[src/rtl/cpu_sequencer.sv]
// cpu_sequencer: multi-cycle fetch/decode/execute/memory/write-back
// control for the 16-bit datapath over one shared memory port.
module cpu_sequencer #(
    parameter int MEM_LAT = 1
) (
    input  logic        clk,
    input  logic        reset,
    input  logic [15:0] i_mem_rddata,
    input  logic        i_mem_waitreq,
    input  logic        i_is_load,
    input  logic        i_is_store,
    input  logic        i_reg_write,
    input  logic        i_nz_update,
    input  logic        i_halt,
    output logic        o_mem_rd,
    output logic        o_mem_wr,
    output logic        o_mem_sel,
    output logic [15:0] o_ir,
    output logic        o_ir_valid,
    output logic [15:0] o_ld_data,
    output logic        o_pc_en,
    output logic        o_reg_we,
    output logic        o_nz_we,
    output logic [15:0] o_icount,
    output logic [2:0]  o_state
);

    typedef enum logic [2:0] {
        FETCH  = 3'd0,
        FWAIT  = 3'd1,
        DECODE = 3'd2,
        EXEC   = 3'd3,
        MEM    = 3'd4,
        MWAIT  = 3'd5,
        WB     = 3'd6,
        HALT   = 3'd7
    } state_t;

    localparam logic [2:0] LAT_INIT = 3'(MEM_LAT - 1);

    state_t      state;
    state_t      state_nx;
    logic [2:0]  wait_cnt;
    logic        is_ld;
    logic        mem_rd;
    logic        mem_wr;
    logic        mem_sel;
    logic        pc_en;
    logic        reg_we;
    logic        nz_we;
    logic        retire;
    logic        load_cnt;
    logic        cap_ir;
    logic        cap_ld;
    logic        latch_cls;

    // State register, wait counter, instruction/load latches, retire count
    always_ff @(posedge clk) begin
        if (reset) begin
            state    <= FETCH;
            wait_cnt <= 3'd0;
            is_ld    <= 1'b0;
            o_ir     <= 16'h0000;
            o_ld_data <= 16'h0000;
            o_icount <= 16'h0000;
        end else begin
            state <= state_nx;
            if (load_cnt) begin
                wait_cnt <= LAT_INIT;
            end else if (wait_cnt != 3'd0) begin
                wait_cnt <= wait_cnt - 3'd1;
            end
            if (latch_cls) begin
                is_ld <= i_is_load;
            end
            if (cap_ir) begin
                o_ir <= i_mem_rddata;
            end
            if (cap_ld) begin
                o_ld_data <= i_mem_rddata;
            end
            if (retire) begin
                o_icount <= o_icount + 16'd1;
            end
        end
    end

    // Next-state and strobe decode from the registered state
    always_comb begin
        state_nx  = state;
        mem_rd    = 1'b0;
        mem_wr    = 1'b0;
        mem_sel   = 1'b0;
        pc_en     = 1'b0;
        reg_we    = 1'b0;
        nz_we     = 1'b0;
        retire    = 1'b0;
        load_cnt  = 1'b0;
        cap_ir    = 1'b0;
        cap_ld    = 1'b0;
        latch_cls = 1'b0;
        unique case (state)
            FETCH: begin
                if (i_halt) begin
                    state_nx = HALT;
                end else begin
                    mem_rd = 1'b1;
                    if (!i_mem_waitreq) begin
                        state_nx = FWAIT;
                        load_cnt = 1'b1;
                    end
                end
            end
            FWAIT: begin
                if (wait_cnt == 3'd0) begin
                    cap_ir   = 1'b1;
                    state_nx = DECODE;
                end
            end
            DECODE: begin
                latch_cls = 1'b1;
                if (i_is_load || i_is_store) begin
                    state_nx = MEM;
                end else begin
                    state_nx = EXEC;
                end
            end
            EXEC: begin
                pc_en    = 1'b1;
                reg_we   = i_reg_write;
                nz_we    = i_nz_update;
                retire   = 1'b1;
                state_nx = FETCH;
            end
            MEM: begin
                mem_sel = 1'b1;
                if (is_ld) begin
                    mem_rd = 1'b1;
                    if (!i_mem_waitreq) begin
                        state_nx = MWAIT;
                        load_cnt = 1'b1;
                    end
                end else begin
                    mem_wr = 1'b1;
                    if (!i_mem_waitreq) begin
                        pc_en    = 1'b1;
                        retire   = 1'b1;
                        state_nx = FETCH;
                    end
                end
            end
            MWAIT: begin
                if (wait_cnt == 3'd0) begin
                    cap_ld   = 1'b1;
                    state_nx = WB;
                end
            end
            WB: begin
                reg_we   = 1'b1;
                nz_we    = i_nz_update;
                pc_en    = 1'b1;
                retire   = 1'b1;
                state_nx = FETCH;
            end
            HALT: begin
                if (!i_halt) begin
                    state_nx = FETCH;
                end
            end
            default: begin
                state_nx = FETCH;
            end
        endcase
    end

    // Strobes are held low for as long as reset is asserted
    assign o_mem_rd   = mem_rd & ~reset;
    assign o_mem_wr   = mem_wr & ~reset;
    assign o_mem_sel  = mem_sel & ~reset;
    assign o_pc_en    = pc_en & ~reset;
    assign o_reg_we   = reg_we & ~reset;
    assign o_nz_we    = nz_we & ~reset;
    assign o_ir_valid = (state inside {DECODE, EXEC, MEM, MWAIT, WB});
    assign o_state    = state;

endmodule

[config.mk]
export PLATFORM = sky130hd
export DESIGN_NAME = cpu_sequencer
export DESIGN_NICKNAME = d
export VERILOG_FILES = /design/src/rtl/cpu_sequencer.sv
export SDC_FILE = /design/constraint.sdc
export NUM_CORES = 1
export LEC_CHECK = 0
export BUFFER_PORTS_ARGS = -buffer_cell sky130_fd_sc_hd__buf_4
export CORE_MARGIN = 2
export CORE_UTILIZATION = 30
export DETAILED_ROUTE_END_ITERATION = 10
export PLACE_DENSITY_LB_ADDON = 0.2
export SLEW_MARGIN = 20
export SYNTH_ARGS = -nofsm -noshare
export SYNTH_HDL_FRONTEND = slang
export SYNTH_SLANG_ARGS = --single-unit
[constraint.sdc]
create_clock -name clk -period 2.3 [get_ports clk]
set_clock_uncertainty 0.1 [all_clocks]
set_input_delay 0.23 -clock clk [delete_from_list [all_inputs] [get_ports clk]]
set_output_delay 0.23 -clock clk [all_outputs]
set_load 0.05 [all_outputs]
==> results.md, run 1 <==
* Post-detail-place hpwl at ~4400 um
* Flip-flop and latch area at approximately 1100 sq um
* Core Footprint at 7687 sq um
* Clock root cell: clkbuf_8
* Fill count at around 830
* Synth-to-Final Area Change at 34.81%
* Num rows at 32
* Final worst setup slack at about 0.12 ns
* Final number of setup-violating endpoints at 0
* Hold_buf cts at 0
* CP Capture Type: primary output
* Hold Vio Cnt, Final at 0
* Worst Path Arrival at 1.85 ns
* Synth warn at 0
* Starting Density at around 31%
* Asr flop ratio synth at 0%
* DR DRC count at 0
* Placed cell count at 468
* Total GRT Usage at around 14%
* Commonest non-fill, non-tap cell in the layout: buf_4
* ANT nets after route at 0
* Pre-CTS setup slack at 0.3463 ns
* Die Height at between 90 and 100 um
* Sum Neg Setup Slack at 0 ns
* CTS tree: done
* Top post-synthesis cells by area: dfxtp_1, nand2_1, a21oi_1
* Die area at 8622 sq um
* Worst-margin pin slew at 0.4762 ns
* Leak Pwr at approximately 0.0013 uW
* Distinct cells, synth at 39
* Slew Limit Fails at 0
* Outcome: finished clean
* CTS buffer count at 5
* Max cap viols at 0
* Most frequent cells in the layout: buf_4, nand2_1, dfxtp_1
* CTS Sinks at 55
* WS Path Type: reg2out
* Peak VDD IR at around 0.66 mV
* CP required at between 1.5 and 2 ns
* Port-buffer cells at between 80 and 90
* Period utilization at 94.66%
* Post-route non-filler standard cell count at ~480
* Remaining global-route overflow at 0
* # IOs at 82
* DRT iter0 DRCs at 76
* Antenna violations before repair at 0
* Post-synth net total at about 330
* Resized cells post-CTS at 0
* Largest net degree at the start of global routing at 43
* Top cell type's share of synthesized area at a little under half
* DR pass1 iterations at 4
* Number of synthesized flops with an enable pin at 0
* Mapped cell area at approximately 2400 sq um
* RSZ-0062 raised after global routing: no
* First-pass GRT wire length at approximately 9900 um
* Yosys reg bits at 55
* Ys flop type: dfxtp_1
* Avg WL per Cell at between 10 and 15 um
* Design Area, Final at ~3200 sq um
* Sequential area share after synthesis at a little under half
* Clock Latency Late Sink at 0.31 ns
* Fin nets at 400
* Syn avg cell area at ~8 sq um
* Pwr per Cell Area at about 1100 nW/um^2
* Hold crit path type: in2reg
* Relative slew slack at around 68%
* DR vias/cell at roughly 5
* N_diodes at 0
* Vias at roughly 2,400
* Cell taking the most area after synthesis: dfxtp_1
* Layout cell share with drive strength beyond 1 at between 20% and 30%
* Crit path launch type: flip-flop
* Syn Inst Count at ~300
* Period minus WS final at 2.177 ns
* H-tree depth at 2
* Clock slew at reported path FFs at about 0.11 ns
* Final GP Congestion at roughly 0.81
* Achievable Freq at approximately 0.46 GHz
* CTS Buffer Depth at 2
* Number of global-route vias before repair at between 2,000 and 2,500
* Chip width at about 93 um
* Setup repair bufs after CTS at 0
* Final wirelength at roughly 6300 um
* Multi-input logic area at between 1000 and 1500 sq um
* Placement Cell Area at between 3000 and 4000 sq um
* CP Max Fanout at 15
[sequential cells by signal (all words and copies together) (netlist names)]
name / flops
wait_cnt: 3
o_ld_data: 16
o_icount: 16
o_state: 3
o_ir: 16
is_ld: 1
[final cells by class]
| cell class | instances | share of cell area, % |
|---|---|---|
| Multi-Input combinational cell | 218 | 37.11 |
| Sequential cell | 55 | 34.48 |
| Timing Repair Buffer | 89 | 20.92 |
| Tap cell | 102 | 3.997 |
| Clock buffer | 5 | 2.155 |
| Clock inverter | 3 | 0.8621 |
| Inverter | 4 | 0.4702 |
[path summary, 6_finish.rpt]
kind                          endpoint  depth (start not counted)                    start  slack (ns)
min              o_ir[10]$_SDFFE_PP0P_                          3         i_mem_rddata[10]        0.06
max                           o_mem_rd                          4  o_state[2]$_SDFFE_PP0P_        0.12
min reg2reg      o_ir[13]$_SDFFE_PP0P_                          2    o_ir[13]$_SDFFE_PP0P_        0.36
max reg2reg  o_icount[15]$_SDFFE_PP0P_                          5  o_state[2]$_SDFFE_PP0P_        0.31
[worst max-delay path: stages, from the launching register on]
cell	delay, ns
dfxtp_1	0.59
nor2b_1	0.14
or4_1	0.48
nor2_2	0.13
buf_4	0.21
[cells in the mapped netlist (all sizes together), types with 2 or more instances]
cell and count:
o21ai 9, and4 2, nand3 9, a22oi 2, nor2 17, buf 8
inv 4, or3 7, clkbuf 13, ha 3, o32ai 2, nor3 2
nand4 4, and3 4, nor2b 3, o31ai 7, dfxtp 55, a21oi 50
and2b 2, nor3b 2, or4 8, nand2 69, mux2i 3
[where the power goes]
part	switching, uW	leakage (uW)	internal [uW]
clock network	349	0.0000463	224
registers	141	0.000446	1090
logic	1110	0.000778	525
total	1600	0.00127	1840
[through the flow]
step                hold slack (ns)  utilization [%]  power, uW
global route                0.03993            41.54       3655
floorplan                    0.2412                -       2434
detailed placement           0.3490            40.28       2903
finish                      0.05759            41.54       3445
global placement             0.3446            40.28       2889
CTS                         0.04040            41.54       3485
[cells by family after synthesis]
| family | synth area share (%) |
|---|---|
| muxes | 1.268 |
| and+or+nand+nor | 27.05 |
| DFF | 46.49 |
| adders and majority gates | 1.585 |
| buffers and inverters | 4.385 |
| AOI/OAI and AO/OA | 18.49 |
| xor gates and xnor gates | 0.7397 |
[routing by layer]
metal | vias up | routed length, um | GRT usage (%)
li1 | 1191 | - | -
met1 | 1129 | 2938 | 19.19
met2 | 57 | 2972 | 23.01
met5 | - | 0 | 0
met4 | 0 | 65 | 4.044
met3 | 6 | 346 | 3.092
Power figures use the tool's default switching activity.
==> run 2, diff against run 1 <==
Settings changed: REMOVE_ABC_BUFFERS set to 1.
==> run 2 against run 1 <==
  * Largest cell class unchanged
  * Non-clock buffer count decreased by 1
  * Critical path type unchanged
  * Sequential share of layout area rose by 0.18 points
  * Cell area decreased by 0.51%
  * First-iteration DRC count grew 14%
  * Critical path depth grew 1
  * Via count fell by 3.3%
  * Count of clock-buffer cells in the layout did not move
  * Largest power group unchanged
  * Total power hardly changed
==> results.md, run 2 (synthesis results as in run 1) <==
* Outcome: finished clean
* Resized cells post-CTS at 0
* Chip width at around 93 um
* Hold_buf cts at 0
* Hold Vio Cnt, Final at 0
* Starting Density at 30.81%
* Placement Cell Area at 3080 sq um
* Relative slew slack at 59.08%
* Vias at between 2,000 and 2,500
* Final GP Congestion at about 0.85
* Port-buffer cells at 81
* Post-detail-place hpwl at 4168 um
* Reg-to-reg slack, setup at approximately 0.34 ns
* CP Max Fanout at 31
* Die Height at roughly 93 um
* Final number of setup-violating endpoints at 0
* DR DRC count at 0
* Achievable Freq at 0.4622 GHz
* Die area at 8622 sq um
* Fill count at about 820
* Slew Limit Fails at 0
* Total GRT Usage at 14.15%
* Period utilization at between 90% and 100%
* DR vias/cell at around 4.9
* Commonest non-fill, non-tap cell in the layout: buf_4
* Layout Utilization at 41.32%
* Num rows at 32
* Clock slew at reported path FFs at 0.10 ns
* Post-route non-filler standard cell count at 475
* Core Footprint at 7687 sq um
* Largest net degree at the start of global routing at 56
* H-tree depth at 2
* Period minus WS final at about 2.2 ns
* ANT nets after route at 0
* # IOs at 82
* Most frequent cells in the layout: buf_4, nand2_1, dfxtp_1
* Design Area, Final at 3177 sq um
* CP required at 1.97 ns
* Synth-to-Final Area Change at 34.13%
* Hold crit path type: in2reg
* Antenna violations before repair at 0
* Clock Latency Late Sink at ~0.3 ns
* Placed cell count at ~470
* Worst-margin pin slew at slightly above 0.6 ns
* Clock root cell: clkbuf_8
* CTS tree: done
* Fin nets at ~400
* N_diodes at 0
* Worst Path Arrival at around 1.8 ns
* Crit path launch type: flip-flop
* Layout cell share with drive strength beyond 1 at 26.54%
* WS Path Type: reg2out
* Avg WL per Cell at approximately 13 um
* CP Capture Type: primary output
* Leak Pwr at roughly 0.0013 uW
* CTS Buffer Depth at 2
* First-pass GRT wire length at around 10000 um
* Number of global-route vias before repair at about 2,100
* Remaining global-route overflow at 0
* Setup repair bufs after CTS at 0
* DR pass1 iterations at 5
* Max cap viols at 0
* CTS Sinks at 55
* CTS buffer count at 5
* DRT iter0 DRCs at 87
* Peak VDD IR at just over 0.8 mV
* RSZ-0062 raised after global routing: no
* Largest regs: o_icount: 16 flops, o_ir: 16 flops, o_ld_data: 16 flops
* Pwr per Cell Area at between 1000 and 1500 nW/um^2
* Final wirelength at approximately 6200 um
==> run 2: final timing paths <==
| kind | depth (start not counted) | to | start |
|---|---|---|---|
| setup / recovery | 5 | o_pc_en | o_state[2]$_SDFFE_PP0P_ |
| hold / removal | 2 | o_state[0]$_SDFFE_PP0P_ | i_mem_waitreq |
| hold reg to reg | 2 | o_ir[1]$_SDFFE_PP0P_ | o_ir[1]$_SDFFE_PP0P_ |
| setup reg to reg | 5 | o_icount[14]$_SDFFE_PP0P_ | o_state[2]$_SDFFE_PP0P_ |
==> run 2: critical path, cell delays in order (launching register included) <==
cell,delay [ns]
dfxtp_1,0.61
and2b_1,0.27
a22oi_2,0.18
buf_12,0.19
nor2_1,0.05
buf_4,0.21
==> run 2: metal layers <==
metal	vias to the layer above	global-route usage, %	part of all wire [%]
li1	1193	-	-
met1	1046	18.51	47
met2	61	23.37	47
met3	4	1.953	4.7
met4	0	5.882	1.4
met5	-	0	0
==> run 2: power breakdown <==
part	switching, uW	total [uW]	leakage, uW	internal [uW]
combinational	1090	1630	0.000776	541
sequential	143	1240	0.000446	1090
clock	344	570	0.0000467	227
==> run 2: layout make-up <==
cell class                 instances  area, sq um  share of cell area, %
multi-input combinational        218         1164                  36.63
sequential                        55         1101                  34.66
timing repair buffer              88        673.1                  21.19
tap                              102        127.6                  4.017
clock buffer                       5        68.82                  2.166
clock inverter                     3        27.53                 0.8665
inverter                           4        15.01                 0.4726
==> run 2: metrics by stage <==
| step | TNS [ns] | total power, uW | setup slack (ns) | hold WS, ns |
|---|---|---|---|---|
| final | 0 | 3442 | 0.1363 | 0.05562 |
| after global routing | 0 | 3668 | 0.002130 | 0.03905 |
| after CTS | 0 | 3480 | 0.1227 | 0.03858 |
| after detailed placement | 0 | 2901 | 0.3927 | 0.3466 |
| after global placement | 0 | 2890 | 0.4601 | 0.3428 |
| after floorplan | -1.139 | 2336 | -0.4704 | 0.1991 |
==> run 3, diff against run 2 <==
Settings changed: CAP_MARGIN set to 5, CELL_PAD_IN_SITES_DETAIL_PLACEMENT set to 1, CELL_PAD_IN_SITES_GLOBAL_PLACEMENT set to 1.
Clock period 2.3 ns to 1.75 ns, I/O delays scaled along.
==> run 3 against run 2 <==
  * The flow now finishes with violations (negative setup slack)
  * Critical path depth decreased by 1
  * Via count increased by 11%
  * Count of clock-buffer cells in the layout increased by 1
  * Global-route usage increased by 3.7 points
  * Cell count increased by 5.7%
  * First-iteration DRC count increased by 22%
  * Core utilization increased by 6.1 points
  * Hold slack got worse by 0.048 ns
  * Sequential share of layout area decreased by 4.3 points
  * Register-to-register slack got worse by 0.35 ns
  * Critical path type unchanged
  * Critical endpoint is now o_mem_rd
  * Largest power group unchanged
==> results.md, run 3 (synthesis results as in run 1) <==
* Outcome: finished with violations
* Failing checks: negative setup slack
* Post-route non-filler standard cell count at about 500
* Chip width at 92.86 um
* Avg WL per Cell at between 15 and 20 um
* CTS buffer count at 5
* Commonest non-fill, non-tap cell in the layout: buf_4
* R2r endpoint: o_icount[13]$_SDFFE_PP0P_
* Synth-to-Final Area Change at 53.99%
* Hold crit path type: in2reg
* DR DRC count at 0
* Flip-flop and latch area at between 1000 and 1500 sq um
* Number of global-route vias before repair at ~2,500
* Die Height at between 90 and 100 um
* First-pass GRT wire length at between 10,000 and 15,000 um
* WS Path Type: reg2out
* Num rows at 32
* Period minus WS final at between 1.5 and 2 ns
* Hold Slack at between 0.007 and 0.008 ns
* Clock root cell: clkbuf_8
* Leak Pwr at 0.001478 uW
* Final worst setup slack at -0.1083 ns
* CP Max Fanout at 5
* Post-detail-place hpwl at slightly above 5000 um
* Die area at between 8000 and 9000 sq um
* Starting Density at slightly above 30%
* Worst-margin pin slew at about 0.37 ns
* Reg2Reg Depth at 6
* Clock slew at reported path FFs at around 0.11 ns
* Final number of setup-violating endpoints at 6
* Port-buffer cells at 81
* Final GP Congestion at slightly below 0.9
* Reg-to-reg slack, setup at -0.01 ns
* CP Capture Type: primary output
* Antenna violations before repair at 0
* CTS tree: done
* N_diodes at 0
* DR pass1 iterations at 4
* Crit path to: o_mem_rd
* Placed cell count at 481
* Worst Path Arrival at 1.58 ns
* Multi-input logic area at between 1000 and 1500 sq um
* DRT iter0 DRCs at between 100 and 150
* H-tree depth at 2
* Max cap viols at 0
* RSZ-0062 raised after global routing: yes
* Crit path launch type: flip-flop
* Achievable Freq at between 0.5 and 0.6 GHz
* Largest regs: o_icount: 16 flops, o_ir: 16 flops, o_ld_data: 16 flops
* Launching point of the worst reg2reg path: o_state[2]$_SDFFE_PP0P_
* CTS Buffer Depth at 2
* CTS Sinks at 55
* Total GRT Usage at between 10% and 20%
* DR vias/cell at slightly above 5
* CP required at about 1.5 ns
* Fill count at 954
* Vias at roughly 2,600
* Relative slew slack at ~75%
* Most frequent cells in the layout: buf_4, nand2_1, dfxtp_1
* Clock Latency Late Sink at about 0.31 ns
* # IOs at approximately 80
* Core Footprint at between 7000 and 8000 sq um
* Pre-CTS setup slack at 0.01741 ns
* Hold Vio Cnt, Final at 0
* ANT nets after route at 0
* Period utilization at 106.2%
* Final wirelength at approximately 8000 um
* Fin nets at about 430
* Slew Limit Fails at 0
* Layout cell share with drive strength beyond 1 at between 30% and 40%
* Largest net degree at the start of global routing at 30
* Remaining global-route overflow at 0
* Peak VDD IR at 0.8867 mV
* Critical Path Start: o_state[2]$_SDFFE_PP0P_
* Pwr per Cell Area at approximately 1500 nW/um^2
[run 3: cell count changes in the layout (fill, tap and decap cells not counted), moves of 3 or more]
cell     before  now
a21oi_1      50   45
a21oi_2       0    5
buf_12        1    4
buf_4        87   96
buf_6         0    8
buf_8         0    3
dfxtp_1      55   51
dfxtp_2       0    3
or4_1         8    2
or4_4         0    6
[run 3: metal layers]
layer	up-vias	global-route usage (%)	wire, um
met5	-	0	0
met4	0	4.412	113
met3	15	2.604	343
li1	1237	-	-
met2	72	31.16	3997
met1	1238	23.07	3548
[run 3: worst max-delay path, stage by stage, from the launching register on]
cell     delay [ns]
dfxtp_4        0.38
nor2b_4        0.13
or4_4          0.51
nor2_4         0.11
buf_8          0.15
[run 3: final cells by class]
cell class	count	share of cell area [%]
flip-flops and latches	55	30.39
inverters	4	0.4117
multi-input cells	218	34.92
well taps	102	3.499
clock inverters	2	0.4460
repair buffers	115	28.06
clock buffers	6	2.264
[run 3: stage by stage]
stage	total power (uW)	instance area (sq um)	utilization, %	TNS, ns
3_3_place_gp	3958	3211	41.76	0
2_1_floorplan	3070	2280	-	-14.82
6_report	5386	3647	47.44	-0.2346
3_5_place_dp	3999	3211	41.76	0
5_1_grt	5673	3647	47.44	-0.6335
4_1_cts	5090	3457	44.97	-0.1559
[run 3: timing repair]
item,CTS,global route
resized for setup,16,37
hold buffers,1,0
cloned,1,2
endpoints found under the hold margin,1,0
buffers inserted,5,5
pin swaps,17,11
setup endpoints to repair,2,47
[run 3: power breakdown]
part / switching, uW / internal [uW] / leakage (uW) / total [uW]
clock network: 438 / 324 / 0.0000474 / 762
logic: 1790 / 1250 / 0.000983 / 3040
registers: 139 / 1450 / 0.000447 / 1590
total: 2360 / 3020 / 0.00148 / 5390
[run 3: worst min-delay path by stage]
stage,from,end,depth (start not counted)
2_1_floorplan,reset,o_icount[10]$_SDFFE_PP0P_,1
3_3_place_gp,i_mem_waitreq,o_state[0]$_SDFFE_PP0P_,2
3_5_place_dp,i_mem_waitreq,o_state[0]$_SDFFE_PP0P_,2
4_1_cts,i_mem_rddata[3],o_ld_data[3]$_SDFFE_PP0P_,3
5_1_grt,i_mem_rddata[2],o_ir[2]$_SDFFE_PP0P_,3
6_report,i_mem_rddata[3],o_ld_data[3]$_SDFFE_PP0P_,3
